`config.mk`:
```
export PLATFORM = sky130hd
export DESIGN_NAME = tuart_rx
export DESIGN_NICKNAME = d
export VERILOG_FILES = /design/src/rtl/tuart_rx.sv
export SDC_FILE = /design/constraint.sdc
export NUM_CORES = 1
export LEC_CHECK = 0
export ABC_CLOCK_PERIOD_IN_PS = 2950
export CAP_MARGIN = 0
export CORE_UTILIZATION = 45
export CTS_CLUSTER_SIZE = 40
export DETAILED_ROUTE_END_ITERATION = 6
export PLACE_DENSITY_LB_ADDON = 0.2
export SYNTH_ARGS = -nofsm -noshare
export SYNTH_HDL_FRONTEND = slang
export SYNTH_SLANG_ARGS = --single-unit
```
`constraint.sdc`:
```
create_clock -name clk_i -period 2.95 [get_ports clk_i]
set_input_delay 0.885 -clock clk_i [delete_from_list [all_inputs] [get_ports clk_i]]
set_output_delay 0.885 -clock clk_i [all_outputs]
set_load 0.02 [all_outputs]
```
`src/rtl/tuart_rx.sv`:
```
// UART receiver: 2-FF synchronised rx line, mid-bit sampling, framing-error
// detection with break suppression, optional XON/XOFF consumption.
module tuart_rx #(
  parameter int unsigned WORD_BITS    = 8,
  parameter int unsigned CLKS_PER_BIT = 104,
  parameter bit          XONXOFF_EN   = 1'b1
) (
  input  logic                 clk_i,
  input  logic                 rst_in,
  input  logic                 rx_i,
  output logic [WORD_BITS-1:0] data_o,
  output logic                 valid_o,
  output logic                 frame_err_o,
  output logic                 xoff_o
);

  localparam int unsigned CW = $clog2(CLKS_PER_BIT);
  localparam int unsigned IW = (WORD_BITS > 1) ? $clog2(WORD_BITS) : 1;
  localparam logic [CW-1:0] CNT_HALF = CW'(CLKS_PER_BIT / 2 - 1);
  localparam logic [CW-1:0] CNT_LAST = CW'(CLKS_PER_BIT - 1);
  localparam logic [IW-1:0] IDX_LAST = IW'(WORD_BITS - 1);
  localparam bit FC_EN = XONXOFF_EN && (WORD_BITS == 8);
  localparam logic [WORD_BITS-1:0] XON_W  = WORD_BITS'(8'h11);
  localparam logic [WORD_BITS-1:0] XOFF_W = WORD_BITS'(8'h13);

  typedef enum logic [2:0] {
    S_IDLE,
    S_START,
    S_DATA,
    S_STOP,
    S_BREAK
  } state_e;

  state_e               state_q, state_d;
  logic [1:0]           sync_q, sync_d;
  logic [CW-1:0]        cnt_q, cnt_d;
  logic [IW-1:0]        idx_q, idx_d;
  logic [WORD_BITS-1:0] shift_q, shift_d;
  logic [WORD_BITS-1:0] data_q, data_d;
  logic                 valid_q, valid_d;
  logic                 ferr_q, ferr_d;
  logic                 xoff_q, xoff_d;
  logic                 rx_s;

  assign rx_s = sync_q[1];

  // Next-state logic for synchroniser, bit timing FSM and registered outputs
  always_comb begin
    sync_d  = {sync_q[0], rx_i};
    state_d = state_q;
    cnt_d   = cnt_q;
    idx_d   = idx_q;
    shift_d = shift_q;
    data_d  = data_q;
    valid_d = 1'b0;
    ferr_d  = 1'b0;
    xoff_d  = xoff_q;
    unique case (state_q)
      S_IDLE: begin
        cnt_d = '0;
        if (!rx_s) state_d = S_START;
      end
      S_START: begin
        cnt_d = cnt_q + CW'(1);
        if (cnt_q == CNT_HALF) begin
          cnt_d   = '0;
          idx_d   = '0;
          state_d = rx_s ? S_IDLE : S_DATA;
        end
      end
      S_DATA: begin
        cnt_d = cnt_q + CW'(1);
        if (cnt_q == CNT_LAST) begin
          cnt_d          = '0;
          shift_d[idx_q] = rx_s;
          if (idx_q == IDX_LAST) state_d = S_STOP;
          else                   idx_d   = idx_q + IW'(1);
        end
      end
      S_STOP: begin
        cnt_d = cnt_q + CW'(1);
        if (cnt_q == CNT_LAST) begin
          cnt_d = '0;
          // Leave at mid stop bit so a start edge right after one stop bit is caught.
          if (rx_s) begin
            state_d = S_IDLE;
            if (FC_EN && shift_q == XOFF_W)     xoff_d = 1'b1;
            else if (FC_EN && shift_q == XON_W) xoff_d = 1'b0;
            else begin
              data_d  = shift_q;
              valid_d = 1'b1;
            end
          end else begin
            ferr_d  = 1'b1;
            state_d = S_BREAK;
          end
        end
      end
      S_BREAK: begin
        cnt_d = '0;
        if (rx_s) state_d = S_IDLE;
      end
      default: state_d = S_IDLE;
    endcase
  end

  // State and output registers
  always_ff @(posedge clk_i or negedge rst_in) begin
    if (!rst_in) begin
      state_q <= S_IDLE;
      sync_q  <= '1;
      cnt_q   <= '0;
      idx_q   <= '0;
      shift_q <= '0;
      data_q  <= '0;
      valid_q <= 1'b0;
      ferr_q  <= 1'b0;
      xoff_q  <= 1'b0;
    end else begin
      state_q <= state_d;
      sync_q  <= sync_d;
      cnt_q   <= cnt_d;
      idx_q   <= idx_d;
      shift_q <= shift_d;
      data_q  <= data_d;
      valid_q <= valid_d;
      ferr_q  <= ferr_d;
      xoff_q  <= xoff_d;
    end
  end

  assign data_o      = data_q;
  assign valid_o     = valid_q;
  assign frame_err_o = ferr_q;
  assign xoff_o      = xoff_q;

endmodule

```
==> Word-level counts from Yosys, hierarchy flattened <==
Cells that the tools add are included.
{ "totals": {"wordCells": 72, "output_inout_bits": 11, "register_bits": 34, "in_bits": 3} }
{ "op_classes": {"reduce_logical": 12, "add_sub_neg": 2, "n_bitwise": 2, "order_cmp": 2, "eq_ne": 16, "mux": 29} }
{ "ops": {"columns": ["cell", "count"], "rows": [
  ["$mux 3", 10],
  ["$pmux 7 s3", 1],
  ["$eq 8x5->1 const B", 2],
  ["$pmux 3 s5", 1],
  ["$mux 7", 2],
  ["$ne 2x2->1 const B", 7],
  ["$mux 1", 11],
  ["$bwmux 8", 1],
  ["$reduce_and 4->1", 2],
  ["$add 7x1->7 const B", 1],
  ["$eq 7x6->1 const B", 1],
  ["$eq 7x7->1 const B", 1],
  ["$eq 3x2->1 const B", 2],
  ["$eq 3x3->1 const B", 2],
  ["$pmux 3 s2", 1],
  ["$reduce_and 6->1", 1],
  ["$reduce_and 5->1", 1],
  ["$lt 3x4->1 const B", 1],
  ["$reduce_bool 2->1", 2],
  ["$reduce_or 2->1", 2],
  ["$add 3x1->3 const B", 1],
  ["$demux 1 s3", 1],
  ["$eq 3x1->1 const B", 1],
  ["$ge 3x1->1 const B", 1],
  ["6 further kinds", 7]
]} }

==> Depth between registers and ports, before layout <==
Gate-level depths: netlist of run 1.
{ "depth": {"word_depth": 6, "depth_mapped": 6, "mapped_depth_nobuf": 6} }

==> Worst setup path after synthesis of run 1 <==
OpenSTA, ideal clock, no wires.
{ "synth_timing": {"kind": "register -> register", "startpoint": "register cnt_q[0]", "endpoint": "register data_q[0] (netlist: data_o[0])", "path_buffers": 1, "t_arrival_ns": 1.832, "required_time_ns": 2.825, "stages_incl_launch_ff": 7, "setup_ns": 0.125, "path_slack_ns": 0.993, "synth_period_minus_slack_ns": 1.957, "path_cell_list": "dfrtp_1 -> ha_1 -> nand3b_1 -> or4_4 -> or3_1 -> buf_6 -> mux2_4"} }
{ "synth_between": {"elab_chain_len": 2} }
{ "synth_lines": {"columns": ["element", "line", "text"], "rows": [
  ["start, declared", "36", "logic [CW-1:0] cnt_q, cnt_d;"],
  ["start signal, assigned", "122", "cnt_q <= cnt_d;"],
  ["$eq 7x7->1", "82", "if (cnt_q == CNT_LAST) begin"],
  ["$reduce_and 5->1 (no line)", null, null],
  ["end signal, assigned", "125", "data_q <= data_d;"],
  ["end, declared", "39", "logic [WORD_BITS-1:0] data_q, data_d;"]
]} }
Every way passes these cells.
A chain may end at the register's enable or synchronous reset.

==> Worst setup path in the final report of run 1 <==
{ "layout_timing": {"startpoint": "register cnt_q[0]", "endpoint": "register data_q[4] (netlist: data_o[4])"} }
The elaborated chain is that of the path after synthesis.

==> results of run 1 <==
[worst paths after layout]
kind,to,cells after the start
hold reg to reg,sync_q[1],0
hold / removal,sync_q[1],0
max in group asynchronous,sync_q[0],2
setup / recovery,data_o[4],5
min in group asynchronous,data_o[3],2
setup reg to reg,data_o[4],5
[cells in the mapped netlist (2+ instances only)]
master	instances	share of area
sky130_fd_sc_hd__nand4b_1	2	0.011
sky130_fd_sc_hd__nor3_1	2	0.0060
sky130_fd_sc_hd__a21oi_1	2	0.0060
sky130_fd_sc_hd__mux2_4	8	0.072
sky130_fd_sc_hd__nor4b_1	2	0.011
sky130_fd_sc_hd__inv_1	4	0.0091
sky130_fd_sc_hd__mux2_2	9	0.061
sky130_fd_sc_hd__nand3_1	7	0.021
sky130_fd_sc_hd__clkbuf_1	4	0.0091
sky130_fd_sc_hd__nand3b_1	3	0.014
sky130_fd_sc_hd__ha_1	3	0.023
sky130_fd_sc_hd__o21ai_0	7	0.021
sky130_fd_sc_hd__nor2b_1	2	0.0075
sky130_fd_sc_hd__a32oi_1	2	0.011
sky130_fd_sc_hd__nor2_1	12	0.027
sky130_fd_sc_hd__nor3b_1	4	0.018
sky130_fd_sc_hd__nand2b_1	3	0.011
sky130_fd_sc_hd__dfstp_2	2	0.032
sky130_fd_sc_hd__xnor2_1	2	0.011
sky130_fd_sc_hd__nand2_1	11	0.025
sky130_fd_sc_hd__a21o_1	2	0.0091
sky130_fd_sc_hd__dfrtp_1	32	0.48
[layout make-up]
class                      instances  share of cell area
sequential                        34              0.4440
multi-input combinational        102              0.3971
timing repair buffer              14             0.07161
clock buffer                       6             0.04297
tap                               46             0.02995
inverter                           4            0.007813
clock inverter                     2            0.006510
[sequential cells by signal, summed over array words and instances, names as in the netlist]
signal       cells
state_q          3
cnt_q            7
idx_q            3
shift_q          8
data_o           8
sync_q           2
valid_o          1
xoff_o           1
frame_err_o      1
[stage by stage]
step / hold WS, ns / util / power (W) / instance area [sq um]
4_1_cts: 0.3574 / 0.5583 / 0.0008489 / 1922
3_5_place_dp: 0.3478 / 0.5307 / 0.0004945 / 1827
6_report: 0.3567 / 0.5583 / 0.0008358 / 1922
5_1_grt: 0.3587 / 0.5583 / 0.0008717 / 1922
3_3_place_gp: 0.3509 / 0.5307 / 0.0004938 / 1827
2_1_floorplan: 0.3452 / - / 0.0004806 / 1658
[report_power, final]
group / switching, W / internal [W] / leakage, nW
Clock: 0.000164 / 0.000187 / 0.0472
Sequential: 0.00000259 / 0.000469 / 0.453
Combinational: 0.00000981 / 0.00000360 / 0.343
Total: 0.000176 / 0.000660 / 0.844
[critical path, stage by stage, from the launching register on]
cell,delay [ns]
sky130_fd_sc_hd__dfrtp_1,0.41
sky130_fd_sc_hd__ha_1,0.22
sky130_fd_sc_hd__nand3b_1,0.12
sky130_fd_sc_hd__or4_4,0.44
sky130_fd_sc_hd__or3_1,0.54
sky130_fd_sc_hd__mux2_4,0.37
[metal layers]
metal	track usage	part of all wire
met5	0	0
met2	0.2636	0.46
met3	0.04927	0.041
met1	0.2372	0.49
met4	0.07558	0.017
[cell families after synthesis]
group	Yosys count	share of synthesized area
DFF	34	0.5147
muxes	18	0.1396
buffers and inverters	9	0.02490
and+or+nand+nor	59	0.2068
adders and majority gates	3	0.02264
AOI/OAI and AO/OA	19	0.07548
xor gates and xnor gates	3	0.01585
==> metrics.csv, run 1 <==
stage,metric,value,unit
run,Max-Cap Viols,0,
sta,period utilization,0.7470,
synthesis,Synthesized Nets,151,
global_route,wire length of the first global-routing pass,5271,um
global_route,largest net degree at the start of global routing,35,
worst_setup_path,startpoint of the worst register-to-register path,cnt_q[0],
worst_hold_path,Worst Min Path Start,sync_q[0],
die,die outline height,62.70,um
clock_network,total number of H-tree levels,2,
clock_network,TritonCTS clock tree,yes,
cells_and_area,total area of multi-input combinational cells,763.2,sq um
sta,worst clock skew,0.006649,ns
cells_and_area,register area,853.3,sq um
worst_setup_path,crit end category,flop,
routing,Remaining DRCs,0,
worst_setup_path,CP required,3.12,ns
cells_and_area,count of antenna diodes in the layout,0,
cells_and_area,most frequent standard cell in the layout excluding fill and tap cells,sky130_fd_sc_hd__dfrtp_1,
placement,placement-stage worst setup slack,0.7632,ns
synthesis,post-synthesis async set-or-reset flop share,1.000,
clock_network,total number of clock tree sinks,34,
cells_and_area,fraction of layout instances using a drive strength above 1,0.2099,
routing,remaining antenna violation count after routing,0,
sta,sum of negative setup slack,0,ns
synthesis,commonest register cell after synthesis,sky130_fd_sc_hd__dfrtp_1,
global_route,combined global-route utilization of all metal layers,0.1758,
synthesis,number of flops mapped to enable cells by yosys,0,
worst_setup_path,critical path start-end classification,flop to flop,
cells_and_area,fin cells,208,
cells_and_area,area added between synthesis and finish,15.92,%
routing,Total Wirelength,2938,um
die,placeable core region,3442,sq um
clock_network,number of buffers inserted to repair setup after CTS,0,
worst_setup_path,data arrival time of the critical path,2.37,ns
worst_hold_path,worst hold path type,flop to flop,
synthesis,post-synth cell types,42,
clock_network,Worst-Skew Late Latency,0.28,ns
worst_setup_path,startpoint of the most critical setup path,cnt_q[0],
die,die outline width,62.70,um
sta,worst max-slew margin expressed relative to the limit,0.5177,
worst_setup_path,setup slack on the worst flop-to-flop path,0.75,ns
worst_setup_path,startpoint type of the worst setup path,flop,
synthesis,cell count after synthesis,145,
sta,"Min Clock Period, post-route",2.204,ns
power_and_ir_drop,leakage dissipation,0.8437,nW
worst_setup_path,maximum fanout along the worst path,8,
run_status,status,completed,
die,number of top-level pins,14,
routing,Wirelength per Cell,14.13,um
clock_network,"buffers from clock root to sink, at most",2,
global_route,total overflow reported by the global router,0,
sta,worst path setup slack after routing,0.7464,ns
cells_and_area,count of fill cells added during filler insertion,288,
sta,transition time of the tightest slew-check pin,0.7159,ns
routing,via count,1125,
routing,vias per std cell,5.409,
sta,Max Freq,0.4538,GHz
die,Starting Density,0.4816,
sta,Max Transition Viols Final,0,
die,area enclosed by the die boundary,3931,sq um
clock_network,post-cts gate resize count,0,
power_and_ir_drop,PwrDens,434.9,nW/um^2
clock_network,total CTS buffers,5,
synthesis,Mapped Avg Cell Area,11.43,sq um
cells_and_area,most frequent cells in the layout,"sky130_fd_sc_hd__dfrtp_1 (32), sky130_fd_sc_hd__clkdlybuf4s50_1 (13), sky130_fd_sc_hd__nor2_1 (12)",
global_route,antenna violations before repair,0,
routing,Iter 0 DRT Violations,54,
synthesis,share of the yosys chip area belonging to registers,0.5147,
placement,IO Port Bufs,13,
synthesis,Synth Warn #,0,
placement,number of instances in the placed design,200,
power_and_ir_drop,largest voltage drop on the vdd net,0.1954,mV
placement,detailed placer's ending HPWL,2082,um
sta,hold violation total from the final report,0,
clock_network,number of buffers inserted by hold repair at cts,0,
sta,setup repair after global routing missed its margin,false,
cells_and_area,nets,167,
sta,count of final setup violators,0,
synthesis,flip-flop and latch count after synthesis,34,
global_route,via count of the first global-routing pass,1090,
die,standard-cell row count,21,
clock_network,register clock-pin slew on the reported worst setup and hold paths,0.07,ns
synthesis,area of the mapped netlist,1658,sq um
placement,global placement routability congestion,0.7913,
clock_network,root buf cell,sky130_fd_sc_hd__clkbuf_8,
routing,count of TritonRoute iterations in the first routing pass,4,
Power figures use the tool's default switching activity.
==> run 2, diff against run 1 <==
Settings changed: ABC_CLOCK_PERIOD_IN_PS 2950 to 1900.
Clock period 2.95 ns to 1.9 ns, I/O delays scaled along.
==> run 2 against run 1 <==
Against the previous run:
- the run now ends with negative setup slack left
- clock skew rose by 0.0024 ns
- cell count rose by 13%
- sequential share of layout area fell by 5.7 points
- critical path depth did not move
==> metrics.csv, run 2 (synthesis results as in run 1) <==
stage,metric,value,unit
placement,global placement routability congestion,0.7760,
routing,Remaining DRCs,0,
die,Starting Density,0.4816,
clock_network,"buffers from clock root to sink, at most",2,
cells_and_area,area added between synthesis and finish,33.21,%
cells_and_area,fin area,2208,sq um
cells_and_area,post-route core utilization,0.6416,
sta,transition time of the tightest slew-check pin,0.4637,ns
power_and_ir_drop,PwrDens,560.7,nW/um^2
routing,count of TritonRoute iterations in the first routing pass,4,
die,die outline width,62.70,um
global_route,largest net degree at the start of global routing,35,
cells_and_area,nets,194,
worst_setup_path,startpoint of the worst register-to-register path,cnt_q[0],
die,standard-cell row count,21,
sta,Max Freq,0.5174,GHz
clock_network,total CTS buffers,5,
worst_setup_path,startpoint type of the worst setup path,flop,
worst_setup_path,worst-case reg-to-reg path depth,5,
die,number of top-level pins,14,
clock_network,register clock-pin slew on the reported worst setup and hold paths,0.07,ns
sta,worst max-slew margin expressed relative to the limit,0.6902,
cells_and_area,most frequent standard cell in the layout excluding fill and tap cells,sky130_fd_sc_hd__dfrtp_1,
worst_setup_path,data arrival time of the critical path,2.10,ns
clock_network,total number of H-tree levels,2,
worst_setup_path,CP required,2.07,ns
worst_setup_path,setup slack on the worst flop-to-flop path,-0.03,ns
die,placeable core region,3442,sq um
placement,detailed placer's ending HPWL,2236,um
global_route,wire length of the first global-routing pass,5554,um
routing,uppermost signal routing layer after detailed routing,met4,
routing,post-route met1 wirelength,1622,um
run,Max-Cap Viols,0,
worst_hold_path,worst hold path type,flop to flop,
routing,metal3 WL,135,um
cells_and_area,count of fill cells added during filler insertion,264,
global_route,combined global-route utilization of all metal layers,0.1850,
worst_setup_path,crit end category,flop,
sta,worst clock skew,0.009032,ns
die,area enclosed by the die boundary,3931,sq um
clock_network,total number of clock tree sinks,34,
sta,Max Transition Viols Final,0,
routing,routed length on met2,1318,um
routing,Total Wirelength,3081,um
worst_setup_path,reg-to-reg critical path endpoint,data_o[4],
sta,"Min Clock Period, post-route",1.933,ns
power_and_ir_drop,leakage dissipation,1.011,nW
routing,remaining antenna violation count after routing,0,
routing,Iter 0 DRT Violations,59,
cells_and_area,most frequent cells in the layout,"sky130_fd_sc_hd__dfrtp_1 (31), sky130_fd_sc_hd__buf_4 (24), sky130_fd_sc_hd__clkdlybuf4s50_1 (13)",
sta,setup repair after global routing missed its margin,true,
sta,worst path setup slack after routing,-0.03268,ns
clock_network,root buf cell,sky130_fd_sc_hd__clkbuf_8,
cells_and_area,count of antenna diodes in the layout,0,
sta,hold violation total from the final report,0,
routing,via count,1215,
placement,IO Port Bufs,13,
run_status,status,"finished, violations left",
cells_and_area,register area,854.6,sq um
clock_network,number of buffers inserted by hold repair at cts,0,
cells_and_area,total area of multi-input combinational cells,840.8,sq um
sta,count of final setup violators,8,
routing,vias per std cell,5.192,
cells_and_area,fraction of layout instances using a drive strength above 1,0.3777,
die,die outline height,62.70,um
global_route,via count of the first global-routing pass,1157,
sta,sum of negative setup slack,-0.2293,ns
worst_setup_path,critical path start-end classification,flop to flop,
routing,Wirelength per Cell,13.17,um
sta,period utilization,1.017,
clock_network,TritonCTS clock tree,yes,
power_and_ir_drop,largest voltage drop on the vdd net,0.2769,mV
worst_setup_path,critical path capture point,data_o[4],
global_route,total overflow reported by the global router,0,
worst_setup_path,startpoint of the most critical setup path,cnt_q[0],
clock_network,Worst-Skew Late Latency,0.28,ns
worst_setup_path,maximum fanout along the worst path,8,
global_route,antenna violations before repair,0,
run_status,violations in the final reports,negative setup slack,
placement,placed cell areas,2004,sq um
==> run 2: power breakdown <==
part	switching, W	leakage [nW]	internal, W	total (W)
combinational	0.0000191	0.521	0.00000995	0.0000291
sequential	0.00000106	0.452	0.000728	0.000729
clock	0.000229	0.0383	0.000252	0.000480
==> run 2: cell type report <==
class,instances,share of cell area
clock buffer,7,0.03456
inverter,4,0.006799
multi-input combinational,102,0.3807
sequential,34,0.3870
tap,46,0.02606
timing repair buffer,41,0.1649
==> run 2: how the worst min path moves through the flow <==
stage / start / endpoint / slack [ns] / depth (start not counted)
after detailed placement: sync_q[0] / sync_q[1] / 0.35 / 0
final: sync_q[0] / sync_q[1] / 0.36 / 0
after CTS: sync_q[0] / sync_q[1] / 0.36 / 0
after global routing: sync_q[0] / sync_q[1] / 0.37 / 0
after global placement: sync_q[0] / sync_q[1] / 0.35 / 0
after floorplan: rst_in / cnt_q[0] / 0.27 / 0
==> run 2: worst max-delay path, cell delays in order, from the launching register on <==
cell                       delay [ns]
sky130_fd_sc_hd__dfrtp_1         0.35
sky130_fd_sc_hd__ha_2            0.18
sky130_fd_sc_hd__nand3b_1        0.09
sky130_fd_sc_hd__or4_4           0.43
sky130_fd_sc_hd__or3_4           0.43
sky130_fd_sc_hd__mux2_4          0.32
==> run 2: metrics by stage <==
step | setup WS, ns | cells | hold slack, ns | power, W
4_1_cts | -0.07593 | 231 | 0.3600 | 0.001261
5_1_grt | -0.1142 | 234 | 0.3679 | 0.001308
6_report | -0.03268 | 234 | 0.3590 | 0.001238
3_5_place_dp | -0.1302 | 222 | 0.3481 | 0.0007719
2_1_floorplan | -0.05691 | 145 | 0.2744 | 0.0007461
3_3_place_gp | -0.06723 | 222 | 0.3510 | 0.0007718
==> run 2: metal layers <==
metal / vias to the layer above / global-route usage
li1: 607 / -
met5: - / 0
met2: 22 / 0.2527
met3: 2 / 0.07847
met4: 0 / 0.04360
met1: 584 / 0.2687
==> run 2: what timing repair did <==
item                       CTS  global route
gates resized for setup      4            22
setup endpoints to repair   16            22
pin swaps                    2             5
setup buffers                2             4
